$ cat config.mk
export PLATFORM = sky130hd
export DESIGN_NAME = mc_main_fsm
export DESIGN_NICKNAME = d
export VERILOG_FILES = /design/src/rtl/mc_main_fsm.sv
export SDC_FILE = /design/constraint.sdc
export NUM_CORES = 1
export LEC_CHECK = 0
export ABC_AREA = 1
export BUFFER_PORTS_ARGS = -buffer_cell sky130_fd_sc_hd__buf_2
export CAP_MARGIN = 10
export CORE_ASPECT_RATIO = 1.2
export CORE_MARGIN = 5
export CORE_UTILIZATION = 30
export CTS_CLUSTER_SIZE = 24
export DETAILED_ROUTE_END_ITERATION = 12
export SLEW_MARGIN = 0
export SYNTH_ARGS = -nofsm -noshare
export SYNTH_HDL_FRONTEND = slang
export SYNTH_SLANG_ARGS = --single-unit
$ cat constraint.sdc
create_clock -name clk -period 3.3 [get_ports clk]
set_clock_uncertainty 0.1 [all_clocks]
set_input_delay 0.66 -clock clk [delete_from_list [all_inputs] [get_ports clk]]
set_output_delay 0.66 -clock clk [all_outputs]
set_load 0.02 [all_outputs]
$ cat src/rtl/mc_main_fsm.sv
// Multicycle RISC-V main controller FSM: sequences fetch/decode/execute/memory/writeback
// and drives ALUOp, datapath selects and write strobes. Optional MC_MEM_WAIT_EN adds mem_ready stalls.
module mc_main_fsm #(
  parameter int unsigned ILLEGAL_HALT = 1
) (
  input  logic       clk,
  input  logic       reset_n,
  input  logic [6:0] op,
  input  logic       zero,
  input  logic       mem_ready,
  output logic [1:0] alu_op,
  output logic [1:0] alu_src_a,
  output logic [1:0] alu_src_b,
  output logic [1:0] result_src,
  output logic       adr_src,
  output logic       ir_write,
  output logic       reg_write,
  output logic       mem_write,
  output logic       pc_write,
  output logic       illegal,
  output logic [3:0] state_o
);

  typedef enum logic [3:0] {
    S_FETCH    = 4'd0,
    S_DECODE   = 4'd1,
    S_MEMADR   = 4'd2,
    S_MEMREAD  = 4'd3,
    S_MEMWB    = 4'd4,
    S_MEMWRITE = 4'd5,
    S_EXECUTER = 4'd6,
    S_EXECUTEI = 4'd7,
    S_ALUWB    = 4'd8,
    S_BEQ      = 4'd9,
    S_JAL      = 4'd10,
    S_HALT     = 4'd15
  } state_t;

  localparam logic [6:0] OP_LW   = 7'b0000011;
  localparam logic [6:0] OP_SW   = 7'b0100011;
  localparam logic [6:0] OP_R    = 7'b0110011;
  localparam logic [6:0] OP_I    = 7'b0010011;
  localparam logic [6:0] OP_BEQ  = 7'b1100011;
  localparam logic [6:0] OP_JAL  = 7'b1101111;

  state_t state_q, state_d;
  logic   illegal_q, illegal_d;
  logic   mem_ok;

`ifdef MC_MEM_WAIT_EN
  assign mem_ok = mem_ready;
`else
  logic unused_mem_ready;
  assign unused_mem_ready = mem_ready;
  assign mem_ok = 1'b1;
`endif

  always_comb begin
    state_d   = state_q;
    illegal_d = illegal_q;
    unique case (state_q)
      S_FETCH:    if (mem_ok) state_d = S_DECODE;
      S_DECODE: begin
        unique case (op)
          OP_LW, OP_SW: state_d = S_MEMADR;
          OP_R:         state_d = S_EXECUTER;
          OP_I:         state_d = S_EXECUTEI;
          OP_BEQ:       state_d = S_BEQ;
          OP_JAL:       state_d = S_JAL;
          default: begin
            illegal_d = 1'b1;
            state_d   = (ILLEGAL_HALT != 0) ? S_HALT : S_FETCH;
          end
        endcase
      end
      S_MEMADR:   state_d = (op == OP_LW) ? S_MEMREAD : S_MEMWRITE;
      S_MEMREAD:  if (mem_ok) state_d = S_MEMWB;
      S_MEMWB:    state_d = S_FETCH;
      S_MEMWRITE: if (mem_ok) state_d = S_FETCH;
      S_EXECUTER: state_d = S_ALUWB;
      S_EXECUTEI: state_d = S_ALUWB;
      S_JAL:      state_d = S_ALUWB;
      S_ALUWB:    state_d = S_FETCH;
      S_BEQ:      state_d = S_FETCH;
      S_HALT:     state_d = S_HALT;
      default:    state_d = S_FETCH;
    endcase
  end

  always_ff @(posedge clk or negedge reset_n) begin
    if (!reset_n) begin
      state_q   <= S_FETCH;
      illegal_q <= 1'b0;
    end else begin
      state_q   <= state_d;
      illegal_q <= illegal_d;
    end
  end

  logic       ir_w, reg_w, mem_w, pc_update, branch;
  logic [1:0] aop, src_a, src_b, res_src;
  logic       adr;

  // Moore decode of state; FETCH strobes are qualified by mem_ok so a stalled fetch has no side effects.
  always_comb begin
    ir_w      = 1'b0;
    reg_w     = 1'b0;
    mem_w     = 1'b0;
    pc_update = 1'b0;
    branch    = 1'b0;
    aop       = '0;
    src_a     = '0;
    src_b     = '0;
    res_src   = '0;
    adr       = 1'b0;
    unique case (state_q)
      S_FETCH: begin
        ir_w      = mem_ok;
        pc_update = mem_ok;
        src_b     = 2'b10;
        res_src   = 2'b10;
      end
      S_DECODE: begin
        src_a = 2'b01;
        src_b = 2'b01;
      end
      S_MEMADR: begin
        src_a = 2'b10;
        src_b = 2'b01;
      end
      S_MEMREAD:  adr = 1'b1;
      S_MEMWB: begin
        res_src = 2'b01;
        reg_w   = 1'b1;
      end
      S_MEMWRITE: begin
        adr   = 1'b1;
        mem_w = 1'b1;
      end
      S_EXECUTER: begin
        src_a = 2'b10;
        aop   = 2'b10;
      end
      S_EXECUTEI: begin
        src_a = 2'b10;
        src_b = 2'b01;
        aop   = 2'b10;
      end
      S_ALUWB:    reg_w = 1'b1;
      S_BEQ: begin
        src_a  = 2'b10;
        aop    = 2'b01;
        branch = 1'b1;
      end
      S_JAL: begin
        src_a     = 2'b01;
        src_b     = 2'b10;
        pc_update = 1'b1;
      end
      default: ;
    endcase
  end

  assign alu_op     = aop;
  assign alu_src_a  = src_a;
  assign alu_src_b  = src_b;
  assign result_src = res_src;
  assign adr_src    = adr;
  assign ir_write   = reset_n & ir_w;
  assign reg_write  = reset_n & reg_w;
  assign mem_write  = reset_n & mem_w;
  assign pc_write   = reset_n & (pc_update | (branch & zero));
  assign illegal    = illegal_q;
  assign state_o    = state_q;

endmodule

==> metrics.txt <==
status complete, no violations; vias per std cell 4.55; DRC viols 0; post-detail-place hpwl around 1200 um; clock root buffer clkbuf_4; RSZ-0062 raised after global routing no; Cell Pwr Density between 900 and 1000 nW/um^2; Vias roughly 620; layout cells sized above 1 approximately 38%; # rows 16; CP Max Fanout 5; Setup CP Type reg2out; Die Span Y between 50 and 60 um; leakage approximately 0.44 nW; PostCTS Resize Cnt 0; Worst setup SP type flip-flop; clock power share roughly 11%; Final min period 2170 ps; Die Width 47.5 um; core footprint 1620 um^2; Final Net Count 131; total congestion overflow 0; Die Footprint around 2600 um^2; sequential fraction of the synthesis area 24.7%; commonest non-fill, non-tap cell in the layout buf_2; # diodes 0; synthesis-stage register bit count 5; YS warnings 0; total negative slack 0 ps; GRT Util Overall 11.6%; final worst-path cycle share between 60% and 70%; Hold Path Class in2async; DR WL/cell between 10 and 15 um; reg2reg end state_o[0]; initial antenna violation count 0; most frequent cells in the layout buf_2 (27), nand2_1 (26), inv_1 (16), nor2_1 (14); Clock Sink Count 5; DR pass1 iterations 4; Hold Fails Final Rpt 0; # IOs 29; Worst-path clk slew 40 ps; post-layout total power 0.000623 W; starting density of the core 31.3%; first-pass GRT wire length approximately 2200 um; r2r setup slk 2030 ps; Critical Path AT 1410 ps; Syn Inst Count 88; Required @ worst endpoint 2540 ps; Setup Viol. Count Final 0; P_sw roughly 0.00036 W; post-synthesis cell type count 16; Post-Syn Nets slightly below 100; reg2reg path depth 5; Highest Clock Rate 462 MHz; reg-to-reg startpoint state_o[3]; largest net degree at the start of global routing 9; Avg Cell Area, Syn approximately 5.8 um^2; Yosys top cell by area dfrtp_1; Synth Cell Area 507 um^2; slew margin rel. about four fifths; internal power 0.000264 W; CP Capture Type primary output; power share of the sequential group 19.4%; Post-CTS Setup Bufs 0; Clock Tree Buf Depth 2; Worst Max-Slew Pin Slew 301 ps; post-synth top area share 24.7%; vias in the first global route around 570; Area Growth Syn to Fin 36.3%; Detailed Route WL between 1000 and 1500 um; CTS buffer count 3; Slew Viols, Final 0; synth top area cells dfrtp_1 (25%), nand2_1 (19%), inv_1 (12%); DRT iter0 DRCs 7; GP Congestion 0.838; Sw Ratio 57.5%; Max Cap Viol 0; IO Port Bufs 27; Peak supply drop 0.330 mV; CTS Hold Bufs 0; antenna-violating nets left 0; Max H-tree Level 1; Worst-Skew Late Latency between 200 and 250 ps; Comb pwr share 69.5%; CTS tree done
[final cells by class]
type / instances / area (um^2)
fill: 184 / 931
multi-input combinational: 65 / 314
timing repair buffer: 27 / 135
sequential: 5 / 125
inverter: 18 / 67.6
clock buffer: 4 / 26.3
tap: 18 / 22.5
[synthesized netlist by cell type (all sizes together)]
| cell | n |
|---|---|
| nand2 | 30 |
| nand3 | 6 |
| a211oi | 1 |
| o211ai | 1 |
| inv | 18 |
| nor2 | 20 |
| dfrtp | 5 |
| nand4 | 2 |
| o21ai | 3 |
| a21oi | 2 |
[worst max-delay path, cell delays in order (launching register included)]
cell     delay [ps]
dfrtp_1         430
inv_1           150
nand4_1         190
nand2_2         130
a21oi_2          40
nor2_2           60
buf_2           160
[power groups by stage]
stage / logic (W) / registers (W) / clock network (W)
after floorplan: 0.000284 / 0.000138 / 0
after global placement: 0.000432 / 0.000121 / 0
after detailed placement: 0.000435 / 0.000121 / 0
after CTS: 0.000437 / 0.000120 / 0.0000699
after global routing: 0.000475 / 0.000125 / 0.0000759
final: 0.000432 / 0.000121 / 0.0000691
[metrics by stage]
stage          setup WS (ps)  utilization, %  cell area (um^2)  hold slack, ps  cells
3_3_place_gp            1240            41.0               664             345    133
2_1_floorplan           1330               -               507             264     88
6_report                1130            42.6               691             128    137
5_1_grt                  978            42.6               691             125    137
3_5_place_dp            1220            41.0               664             353    133
4_1_cts                 1130            42.6               691             131    137
[cell families after synthesis]
family          after synthesis  share of synthesized area (%)
simple gates                 58                           52.3
buf+inv                      18                           13.3
compound gates                7                           9.63
flops                         5                           24.7
[registers in the layout (all words and copies together), names as in the netlist]
signal and cells:
illegal 1, state_o 4
[worst max path at each step]
stage               start           end  slack (ps)  cells past startpoint
5_1_grt        state_o[2]  alu_src_b[0]         980                      6
2_1_floorplan  state_o[2]      pc_write        1330                      5
4_1_cts        state_o[0]      pc_write        1130                      6
3_5_place_dp      reset_n     reg_write        1220                      4
3_3_place_gp      reset_n     reg_write        1240                      4
6_report       state_o[0]      pc_write        1130                      6
[routing by layer]
metal | vias up | wire (um) | global-route usage (%)
li1 | 332 | - | -
met1 | 269 | 564 | 12.8
met2 | 23 | 688 | 21.7
met3 | 0 | 137 | 0.971
met4 | 0 | 0 | 5.53
met5 | - | 0 | 0
(Power assumes the default switching activity.)
